[src/rtl/mem_rd_arbiter.sv]
// Round-robin arbiter sharing one 64-bit RAM read port between icache and dcache refills.
// A grant stays locked for up to MAX_BEATS beats so a cache line is never interleaved.
module mem_rd_arbiter #(
  parameter int MAX_BEATS = 2,
  parameter int CNT_W     = 2
) (
  input  logic        clk,
  input  logic        rst,
  input  logic [31:0] ic_raddr_i,
  input  logic        ic_raddr_valid_i,
  input  logic [7:0]  ic_rmask_i,
  output logic        ic_rdata_ready_o,
  output logic [63:0] ic_rdata_o,
  input  logic [31:0] dc_raddr_i,
  input  logic        dc_raddr_valid_i,
  input  logic [7:0]  dc_rmask_i,
  output logic        dc_rdata_ready_o,
  output logic [63:0] dc_rdata_o,
  output logic [31:0] mem_raddr_o,
  output logic        mem_raddr_valid_o,
  output logic [7:0]  mem_rmask_o,
  input  logic        mem_rdata_ready_i,
  input  logic [63:0] mem_rdata_i
);

  typedef enum logic [1:0] {
    IDLE  = 2'd0,
    GNT_I = 2'd1,
    GNT_D = 2'd2
  } state_t;

  localparam logic [CNT_W-1:0] LAST_BEAT = CNT_W'(MAX_BEATS - 1);

  state_t           state, state_nxt;
  logic             last_gnt, last_gnt_nxt;
  logic [CNT_W-1:0] beat_cnt, beat_cnt_nxt;
  logic             gnt_req;

  always_ff @(posedge clk or negedge rst) begin
    if (!rst) begin
      state    <= IDLE;
      last_gnt <= 1'b1;
      beat_cnt <= '0;
    end else begin
      state    <= state_nxt;
      last_gnt <= last_gnt_nxt;
      beat_cnt <= beat_cnt_nxt;
    end
  end

  assign gnt_req = (state == GNT_I) ? ic_raddr_valid_i : dc_raddr_valid_i;

  // A dropped request ends the burst at once; its coincident beat is discarded.
  always_comb begin
    state_nxt    = state;
    last_gnt_nxt = last_gnt;
    beat_cnt_nxt = beat_cnt;
    case (state)
      IDLE: begin
        beat_cnt_nxt = '0;
        if (ic_raddr_valid_i && (!dc_raddr_valid_i || last_gnt)) begin
          state_nxt    = GNT_I;
          last_gnt_nxt = 1'b0;
        end else if (dc_raddr_valid_i) begin
          state_nxt    = GNT_D;
          last_gnt_nxt = 1'b1;
        end
      end
      GNT_I, GNT_D: begin
        if (!gnt_req) begin
          state_nxt    = IDLE;
          beat_cnt_nxt = '0;
        end else if (mem_rdata_ready_i) begin
          if (beat_cnt == LAST_BEAT) begin
            state_nxt    = IDLE;
            beat_cnt_nxt = '0;
          end else begin
            beat_cnt_nxt = beat_cnt + CNT_W'(1);
          end
        end
      end
      default: begin
        state_nxt    = IDLE;
        beat_cnt_nxt = '0;
      end
    endcase
  end

  always_comb begin
    mem_raddr_o       = '0;
    mem_raddr_valid_o = 1'b0;
    mem_rmask_o       = '0;
    ic_rdata_ready_o  = 1'b0;
    ic_rdata_o        = '0;
    dc_rdata_ready_o  = 1'b0;
    dc_rdata_o        = '0;
    case (state)
      GNT_I: begin
        mem_raddr_o       = ic_raddr_i;
        mem_raddr_valid_o = ic_raddr_valid_i;
        mem_rmask_o       = ic_rmask_i;
        ic_rdata_ready_o  = mem_rdata_ready_i && ic_raddr_valid_i;
        ic_rdata_o        = ic_rdata_ready_o ? mem_rdata_i : '0;
      end
      GNT_D: begin
        mem_raddr_o       = dc_raddr_i;
        mem_raddr_valid_o = dc_raddr_valid_i;
        mem_rmask_o       = dc_rmask_i;
        dc_rdata_ready_o  = mem_rdata_ready_i && dc_raddr_valid_i;
        dc_rdata_o        = dc_rdata_ready_o ? mem_rdata_i : '0;
      end
      default: ;
    endcase
  end

endmodule

[config.mk]
export PLATFORM = sky130hd
export DESIGN_NAME = mem_rd_arbiter
export DESIGN_NICKNAME = d
export VERILOG_FILES = /design/src/rtl/mem_rd_arbiter.sv
export SDC_FILE = /design/constraint.sdc
export NUM_CORES = 1
export LEC_CHECK = 0
export ABC_AREA = 1
export CAP_MARGIN = 30
export CORE_AREA = 3 3 123 125
export CTS_BUF_LIST = sky130_fd_sc_hd__clkbuf_4 sky130_fd_sc_hd__clkbuf_8
export CTS_CLUSTER_SIZE = 24
export DETAILED_ROUTE_END_ITERATION = 10
export DIE_AREA = 0 0 126 128
export GPL_TIMING_DRIVEN = 1
export HOLD_SLACK_MARGIN = 0.02
export SLEW_MARGIN = 20
export SYNTH_ARGS = -nofsm -noshare
export SYNTH_HDL_FRONTEND = slang
export SYNTH_SLANG_ARGS = --single-unit
export TNS_END_PERCENT = 5
[constraint.sdc]
create_clock -name clk -period 3.2 [get_ports clk]
set_clock_uncertainty 0.1 [all_clocks]
set_input_delay 0.64 -clock clk [delete_from_list [all_inputs] [get_ports clk]]
set_output_delay 0.64 -clock clk [all_outputs]
set_load 0.05 [all_outputs]
### After elaboration in Yosys (flattened, before gate mapping)

Index checks and enable logic that the tools add are counted.

* $add $sub $neg: 1
* mux-type cells: 22
* equality and inequality tests: 6
* reduce and logical (&&, ||, !) cells: 10

Operator list (count)
* $mux 64: 4
* $pmux 32 s2: 1
* $mux 2: 9
* $pmux 8 s2: 1
* $ne 3x3->1 const B: 3
* $mux 1: 5
* $eq 2x1->1 const B: 2
* $pmux 2 s2: 1
* $logic_and 1x1->1: 3
* $reduce_and 3->1: 1
* $add 2x1->2 const B: 1
* $eq 2x2->1 const B: 1
* $logic_not 2->1: 1
* $pmux 1 s2: 1
* $reduce_and 2->1: 1
* $reduce_bool 2->1: 1
* $reduce_or 2->1: 1
* $logic_not 1->1: 1
* $logic_or 1x1->1: 1

* output and inout port bits: 171
* logic and storage cells: 42
* bits in registers: 5

### Longest topological paths before layout

Gate-level depths: netlist (run 1).

* word-level depth: 5
* gate-level depth with buffers: 10

### Worst setup path before layout (run 1)

OpenSTA, ideal clock, no wires.

* path kind: reg2out
* start point: register state[0]
* end point: output port dc_rdata_o[0]
* setup slack: 0.661 ns
* arrival: 1.799 ns
* cell stages (with the launch flop): 8
* cell sequence: dfrtp_1 inv_1 ha_1 buf_2 nand2_4 nor2_8 inv_6 nor2_1

* word-level cells in the longest chain between the ends: 2

Ends and longest elaborated chain
* start, declared: line 34 `state_t state, state_nxt;`
* start signal, assigned: line 45 `state <= state_nxt;`
* $eq 2x2->1: line 97 `case (state)`
* $mux 64: line 97
* end, declared: line 18 `output logic [63:0] dc_rdata_o,`

No other way between the ends.

### Worst setup path in the final report (run 1)

* start point: input port mem_rdata_ready_i
* end point: output port dc_rdata_o[19]

* word-level cells in the longest chain between the ends: 3

Ends and longest elaborated chain
* start, declared: line 22 `input logic mem_rdata_ready_i,`
* $logic_and 1x1->1: line 109 `dc_rdata_ready_o = mem_rdata_ready_i && dc_raddr_valid_i;`
* $mux 64: line 110 `dc_rdata_o = dc_rdata_ready_o ? mem_rdata_i : '0;`
* $mux 64: line 97

No other way between the ends.

==> out/summary.txt, run 1 <==
STATUS
--------------------------------------------------------------------------------
Result of the run ................................................. finished, final reports clean

SYNTHESIS
--------------------------------------------------------------------------------
Gate count of the mapped netlist ..................................          385
Unique cell type count in the Yosys netlist .......................           19
Net Count, Synth ..................................................          538
Avg Inst Size Synth ...............................................    5.59 um^2
Number of flip-flops and latches in the synthesized netlist .......            5
Netlist area before placement .....................................    2150 um^2
Sequential element share of the synthesized area ..................       0.0587
Warnings, synthesis ...............................................            0

ROUTE
--------------------------------------------------------------------------------
Routed via count divided by cell count ............................         3.85
First drt pass iteration count ....................................            4
Total detailed-routing wirelength .................................     13000 um
Final routed DRC violation total ..................................            0
Per-cell routed wire length .......................................      14.9 um
Initial DRC Count .................................................          132
Post-DRT Antenna Nets .............................................            0
Total via count after detailed routing ............................         3351

DIE
--------------------------------------------------------------------------------
Overall die width .................................................       126 um
Starting Density ..................................................        0.154
Chip Height .......................................................       128 um
Core outline area .................................................   14000 um^2
Area of the die ...................................................   16100 um^2
Standard-cell row count ...........................................           43
I/O pin count .....................................................          320

TIMING
--------------------------------------------------------------------------------
Number of pins exceeding their max-slew limit in the final report .            0
Count of final hold-check violations ..............................            0
Relative max-transition margin ....................................        0.626
Number of endpoints failing setup at the final stage ..............            0
Sum of negative setup slack .......................................         0 ns
Worst Max-Slew Pin Slew ...........................................     0.561 ns
Final period util .................................................        0.941
Final critical delay including setup and external delays ..........      3.01 ns
RSZ-0062 raised after global routing ..............................        false
FMAX ..............................................................      332 MHz

PLACE
--------------------------------------------------------------------------------
Placed Cells ......................................................          866
Count of input and output buffers .................................          319
Global placement routability congestion ...........................        0.826
Placed standard-cell area .........................................    7160 um^2
Placed wire-length estimate after detailed placement ..............     11700 um

WORST SETUP PATH
--------------------------------------------------------------------------------
Source of the worst register-to-register timing path ..............     state[1]
Capturing element type of the critical path .......................  output port
Reg2reg path depth ................................................           10
Crit start category ...............................................   input port
Maximum fanout count along the critical path ......................           38
Critical Path Start ............................................... mem_rdata_ready_i
Data required time of the worst path ..............................      2.46 ns
Critical path start-end classification ............................ input port to output port
Critical path arrival .............................................      2.27 ns
Critical Path End ................................................. dc_rdata_o[19]
Capture instance of the worst register-to-register path ...........     state[0]
Worst reg-to-reg setup slack ......................................      1.45 ns

GRT
--------------------------------------------------------------------------------
Total global-route track usage ....................................        0.149
First-pass GRT wire length ........................................     19100 um
Via count of the first global-routing pass ........................         3436
Total congestion overflow after global routing ....................            0
Antenna violations before repair ..................................            0
Pin count of the biggest net entering global routing ..............           56

CLOCK NETWORK
--------------------------------------------------------------------------------
Max Buffers Root-to-Sink ..........................................            2
Post_cts resized ..................................................            0
Clock buffers created by TritonCTS ................................            3
Insertion delay of the later-clocked pin in the worst-skew pair ...      0.23 ns
Clock-pin slew on the worst setup and hold paths ..................      0.04 ns
Post-CTS setup buffer count .......................................            0
Root Driver .......................................................     clkbuf_8
TritonCTS clock tree ..............................................        built
Number of hold buffers added after cts ............................            0
Number of sinks driven by the clock tree ..........................            5
Number of H-tree levels ...........................................            1

POWER AND IR DROP
--------------------------------------------------------------------------------
Static Leak .......................................................      3.03 nW
Max VDD drop ......................................................       360 uV
P per Cell Area ...................................................  445 nW/um^2

MIN PATH
--------------------------------------------------------------------------------
HP Class .......................................................... flop to flop

LAYOUT
--------------------------------------------------------------------------------
Most used cells in the layout excluding fill and tap cells ........ buf_12, clkdlybuf4s50_1, nand2_1, inv_1, nor2_1
Most common cell after layout, fill and taps aside ................       buf_12
Fraction of final layout cells with drive strength greater than 1 .        0.361
Final-stage net count .............................................          844
Layout area overhead ..............................................         235%
Antenna diodes ....................................................            0
Final design area excluding fillers ...............................    7210 um^2
Area of all sequential standard cells .............................     126 um^2
Final standard cell count with taps included and fillers excluded .          870
Area used by multi-input combinational logic ......................    1500 um^2
Count of filler cells inserted in the layout ......................         1261

RUN
--------------------------------------------------------------------------------
Number of max-cap violations ......................................            0

[layer usage]
layer / GRT usage / routed length (um) / up-vias
met2: 0.290 / 6890 / 195
li1: - / - / 1717
met5: 0 / 0 / -
met1: 0.156 / 4660 / 1430
met3: 0.0500 / 1290 / 9
met4: 0.0265 / 150 / 0
[cell type report]
class,instances,area share
Clock buffer,4,0.00677
Inverter,75,0.0397
Multi-Input combinational cell,278,0.208
Sequential cell,5,0.0175
Tap cell,180,0.0312
Timing Repair Buffer,328,0.696
[metrics by stage]
step | utilization | hold slack, ns | power (mW) | setup slack (ns)
after global placement | 0.512 | 0.385 | 3.10 | 0.176
after CTS | 0.516 | 0.398 | 3.25 | 0.166
after detailed placement | 0.512 | 0.389 | 3.11 | 0.179
after floorplan | - | 0.244 | 1.64 | 0.661
final | 0.516 | 0.389 | 3.21 | 0.188
after global routing | 0.516 | 0.424 | 3.38 | 0.101
[state kept, by name, indices dropped and copies added (netlist names)]
signal and cells:
last_gnt 1, state 2, beat_cnt 2
[critical path: stages]
cell and delay (ns):
clkdlybuf4s50_1 0.45, inv_1 0.20, nor2_8 0.08, inv_6 0.39
buf_4 0.26, nor2_2 0.06, buf_12 0.14
[cells by family (layout without fill, tap and decap cells)]
family | Yosys count | count (layout) | synth area share
compound gates | 45 | 45 | 0.106
flops | 5 | 5 | 0.0587
buf+inv | 102 | 407 | 0.245
fa+ha+maj | 4 | 4 | 0.0233
simple gates | 229 | 229 | 0.567
[synthesized netlist by cell type, drive strengths merged]
| cell type | number | area, um^2 |
|---|---|---|
| o211ai | 1 | 7.51 |
| clkbuf | 5 | 18.8 |
| dfstp | 1 | 26.3 |
| nor2 | 133 | 846 |
| nand2 | 91 | 349 |
| nand3 | 5 | 25.0 |
| o21ai | 2 | 10.0 |
| inv | 75 | 287 |
| dfrtp | 4 | 100 |
| buf | 22 | 223 |
| a21oi | 42 | 210 |
| ha | 4 | 50.1 |
[worst min path at each step]
stage          slack, ns  depth (start not counted)           to        start
2_1_floorplan       0.24                          0  beat_cnt[0]          rst
4_1_cts             0.40                          2  beat_cnt[1]  beat_cnt[1]
3_5_place_dp        0.39                          2  beat_cnt[1]  beat_cnt[1]
6_report            0.39                          2  beat_cnt[1]  beat_cnt[1]
5_1_grt             0.42                          2     last_gnt     last_gnt
3_3_place_gp        0.39                          2     last_gnt     last_gnt
[report_power, final]
part / internal, mW / total (mW) / leakage [nW] / switching, mW
Combinational: 1.27 / 2.98 / 2.94 / 1.71
Clock: 0.0943 / 0.130 / 0.0262 / 0.0354
Sequential: 0.0890 / 0.104 / 0.0638 / 0.0146
No activity file was read; power rests on OpenSTA's default activity.
==> run 2: changes to the inputs <==
--- a/config.mk
+++ b/config.mk
@@ -14,6 +14,7 @@
 export DIE_AREA = 0 0 126 128
 export GPL_TIMING_DRIVEN = 1
 export HOLD_SLACK_MARGIN = 0.02
+export SKIP_LAST_GASP = 1
 export SLEW_MARGIN = 20
 export SYNTH_ARGS = -nofsm -noshare
 export SYNTH_HDL_FRONTEND = slang
==> results of run 2 <==
No change in the layout: final DEF, timing and power equal those of run 1.
==> run 3: changes to the inputs <==
--- a/config.mk
+++ b/config.mk
@@ -7,15 +7,14 @@
 export LEC_CHECK = 0
 export ABC_AREA = 1
 export CAP_MARGIN = 30
-export CORE_AREA = 3 3 123 125
+export CORE_AREA = 3 3 124 126
 export CTS_BUF_LIST = sky130_fd_sc_hd__clkbuf_4 sky130_fd_sc_hd__clkbuf_8
 export CTS_CLUSTER_SIZE = 24
 export DETAILED_ROUTE_END_ITERATION = 10
-export DIE_AREA = 0 0 126 128
+export DIE_AREA = 0 0 127 129
 export GPL_TIMING_DRIVEN = 1
 export HOLD_SLACK_MARGIN = 0.02
 export SKIP_LAST_GASP = 1
-export SLEW_MARGIN = 20
 export SYNTH_ARGS = -nofsm -noshare
 export SYNTH_HDL_FRONTEND = slang
 export SYNTH_SLANG_ARGS = --single-unit
==> constraint.sdc (replaced) <==
create_clock -name clk -period 2.98 [get_ports clk]
set_clock_uncertainty 0.1 [all_clocks]
set_input_delay 0.596 -clock clk [delete_from_list [all_inputs] [get_ports clk]]
set_output_delay 0.596 -clock clk [all_outputs]
set_load 0.05 [all_outputs]
==> run 3 against run 2 <==
Effect of this change: sequential share of layout area is essentially flat; sequential power grew 8%; combinational power grew 6.7%; final cell count grew 1.4%; critical path type unchanged; die area grew 1.6%; critical path depth is the same.
==> out/summary.txt, run 3 (synthesis results as in run 1) <==
STATUS
--------------------------------------------------------------------------------
Result of the run ................................................. finished, final reports clean

POWER AND IR DROP
--------------------------------------------------------------------------------
Max VDD drop ......................................................       321 uV   -11%
Static Leak .......................................................      3.07 nW   +1.2%
Tot Pwr ...........................................................      3.43 mW   +6.7%
P per Cell Area ...................................................  470 nW/um^2   +5.6%

WORST SETUP PATH
--------------------------------------------------------------------------------
Capturing element type of the critical path .......................  output port
Crit start category ...............................................   input port
Critical path arrival .............................................      2.15 ns   -0.12 ns
Source of the worst register-to-register timing path ..............     state[1]
Reg2reg path depth ................................................           10   unchanged
Worst reg-to-reg setup slack ......................................      1.23 ns   -0.22 ns
Capture instance of the worst register-to-register path ...........     state[1]
Critical path start-end classification ............................ input port to output port
Data required time of the worst path ..............................      2.28 ns   -0.18 ns
Maximum fanout count along the critical path ......................           21   -45%

LAYOUT
--------------------------------------------------------------------------------
Final design utilization ..........................................        0.505   -0.0105
Antenna diodes ....................................................            0   unchanged
Count of filler cells inserted in the layout ......................         1314   +4.2%
Layout area overhead ..............................................         238%
Most common cell after layout, fill and taps aside ................       buf_12
Most used cells in the layout excluding fill and tap cells ........ buf_12, clkdlybuf4s50_1, nand2_1, inv_1, nor2_1
Biggest regs ...................................................... beat_cnt: 2 flops, state: 2 flops, last_gnt: 1 flops
Fraction of final layout cells with drive strength greater than 1 .        0.368   +0.00733
Final-stage net count .............................................          852   +0.95%

CLOCK NETWORK
--------------------------------------------------------------------------------
Number of sinks driven by the clock tree ..........................            5   unchanged
Post-CTS setup buffer count .......................................            0   unchanged
Number of H-tree levels ...........................................            1   unchanged
Root Driver .......................................................     clkbuf_8
TritonCTS clock tree ..............................................        built
Number of hold buffers added after cts ............................            0   unchanged
Max Buffers Root-to-Sink ..........................................            2   unchanged
Insertion delay of the later-clocked pin in the worst-skew pair ...      0.22 ns   about the same
Clock-pin slew on the worst setup and hold paths ..................      0.04 ns   about the same
Clock buffers created by TritonCTS ................................            3   unchanged

ROUTE
--------------------------------------------------------------------------------
Met3 Routed Length ................................................      1190 um   -7.7%
Total via count after detailed routing ............................         3391   +1.2%
First drt pass iteration count ....................................            4   unchanged
M1 WL .............................................................      4520 um   -3.2%
Initial DRC Count .................................................           91   -31%
Per-cell routed wire length .......................................      14.3 um   -4.6%
Final routed DRC violation total ..................................            0   unchanged
Routed via count divided by cell count ............................         3.84   -0.18%
Total detailed-routing wirelength .................................     12600 um   -3.3%
Met2 WL post-DR ...................................................      6720 um   -2.5%
Post-DRT Antenna Nets .............................................            0   unchanged
Topmost layer with routed signal wires ............................         met4

MIN PATH
--------------------------------------------------------------------------------
Startpoint of the lowest-slack hold path ..........................  beat_cnt[1]
HP Class .......................................................... flop to flop
Worst hold path stage count .......................................            2   unchanged
Hold Crit Endpoint ................................................  beat_cnt[1]

TIMING
--------------------------------------------------------------------------------
Number of endpoints failing setup at the final stage ..............            0   unchanged
Number of pins exceeding their max-slew limit in the final report .            0   unchanged
RSZ-0062 raised after global routing ..............................        false
FMAX ..............................................................      351 MHz
Final critical delay including setup and external delays ..........      2.85 ns
Worst Max-Slew Pin Slew ...........................................     0.439 ns   -0.123 ns
Final period util .................................................        0.957
Least setup slack across all paths after layout ...................     0.129 ns   -0.0590 ns
Count of final hold-check violations ..............................            0   unchanged
Sum of negative setup slack .......................................         0 ns   unchanged
Relative max-transition margin ....................................        0.707   +0.0817

GRT
--------------------------------------------------------------------------------
Total global-route track usage ....................................        0.137   -0.0117
Pin count of the biggest net entering global routing ..............           43   -23%
Via count of the first global-routing pass ........................         3233   -5.9%
First-pass GRT wire length ........................................     17800 um   -6.5%
Antenna violations before repair ..................................            0   unchanged
Total congestion overflow after global routing ....................            0   unchanged

DIE
--------------------------------------------------------------------------------
Standard-cell row count ...........................................           44   +2.3%
Starting Density ..................................................        0.149   -0.00464
Area of the die ...................................................   16400 um^2   +1.6%
Overall die width .................................................       127 um   +0.79%
I/O pin count .....................................................          320   unchanged
Chip Height .......................................................       129 um   +0.78%
Core outline area .................................................   14400 um^2   +3.1%

PLACE
--------------------------------------------------------------------------------
Pre-CTS WS ........................................................    0.0906 ns   -0.0879 ns
Placed wire-length estimate after detailed placement ..............     11400 um   -2.2%
Count of input and output buffers .................................          319   unchanged
Global placement routability congestion ...........................        0.831   +0.67%

RUN
--------------------------------------------------------------------------------
Number of max-cap violations ......................................            0   unchanged

## run 3: where the power goes
part / switching [mW] / total (mW) / internal (mW)
clock network: 0.0310 / 0.132 / 0.101
registers: 0.0166 / 0.112 / 0.0957
logic: 1.83 / 3.18 / 1.35
total: 1.88 / 3.43 / 1.55
## run 3: cell type report
type / instances / area (um^2) / share of cell area
Tap cell: 184 / 230 / 0.0316
Inverter: 75 / 287 / 0.0393
Sequential cell: 5 / 126 / 0.0173
Timing Repair Buffer: 336 / 5080 / 0.698
Multi-Input combinational cell: 278 / 1510 / 0.207
Clock buffer: 4 / 48.8 / 0.00670
## run 3: worst max-delay path by stage
stage	start	end	slack, ns
finish	mem_rdata_ready_i	dc_rdata_o[17]	0.13
floorplan	state[0]	dc_rdata_o[0]	0.48
CTS	ic_raddr_valid_i	ic_rdata_o[51]	0.09
global route	mem_rdata_ready_i	dc_rdata_o[6]	0.04
detailed placement	ic_raddr_valid_i	ic_rdata_o[51]	0.09
global placement	ic_raddr_valid_i	ic_rdata_o[36]	0.13
## run 3: critical path, stage by stage
cell	delay [ns]
clkdlybuf4s50_1	0.49
inv_1	0.21
nor2_8	0.08
inv_6	0.28
buf_4	0.28
nor2_4	0.06
buf_12	0.14
## run 3: per-layer routing
metal	up-vias	global-route usage
met5	-	0
met4	0	0.0221
met3	8	0.0423
met2	198	0.266
met1	1450	0.149
li1	1735	-
## run 3: timing repair
item                                    CTS  global route
gates resized for setup                   0             1
endpoints found under the setup margin    0             6
endpoints found under the hold margin     0             0
## run 3: stage by stage
stage          hold WS, ns  instance area [um^2]  std cells
2_1_floorplan        0.200                  2150        385
3_5_place_dp         0.406                  7230        878
4_1_cts              0.411                  7280        882
3_3_place_gp         0.374                  7230        878
6_report             0.408                  7280        882
5_1_grt              0.453                  7280        882
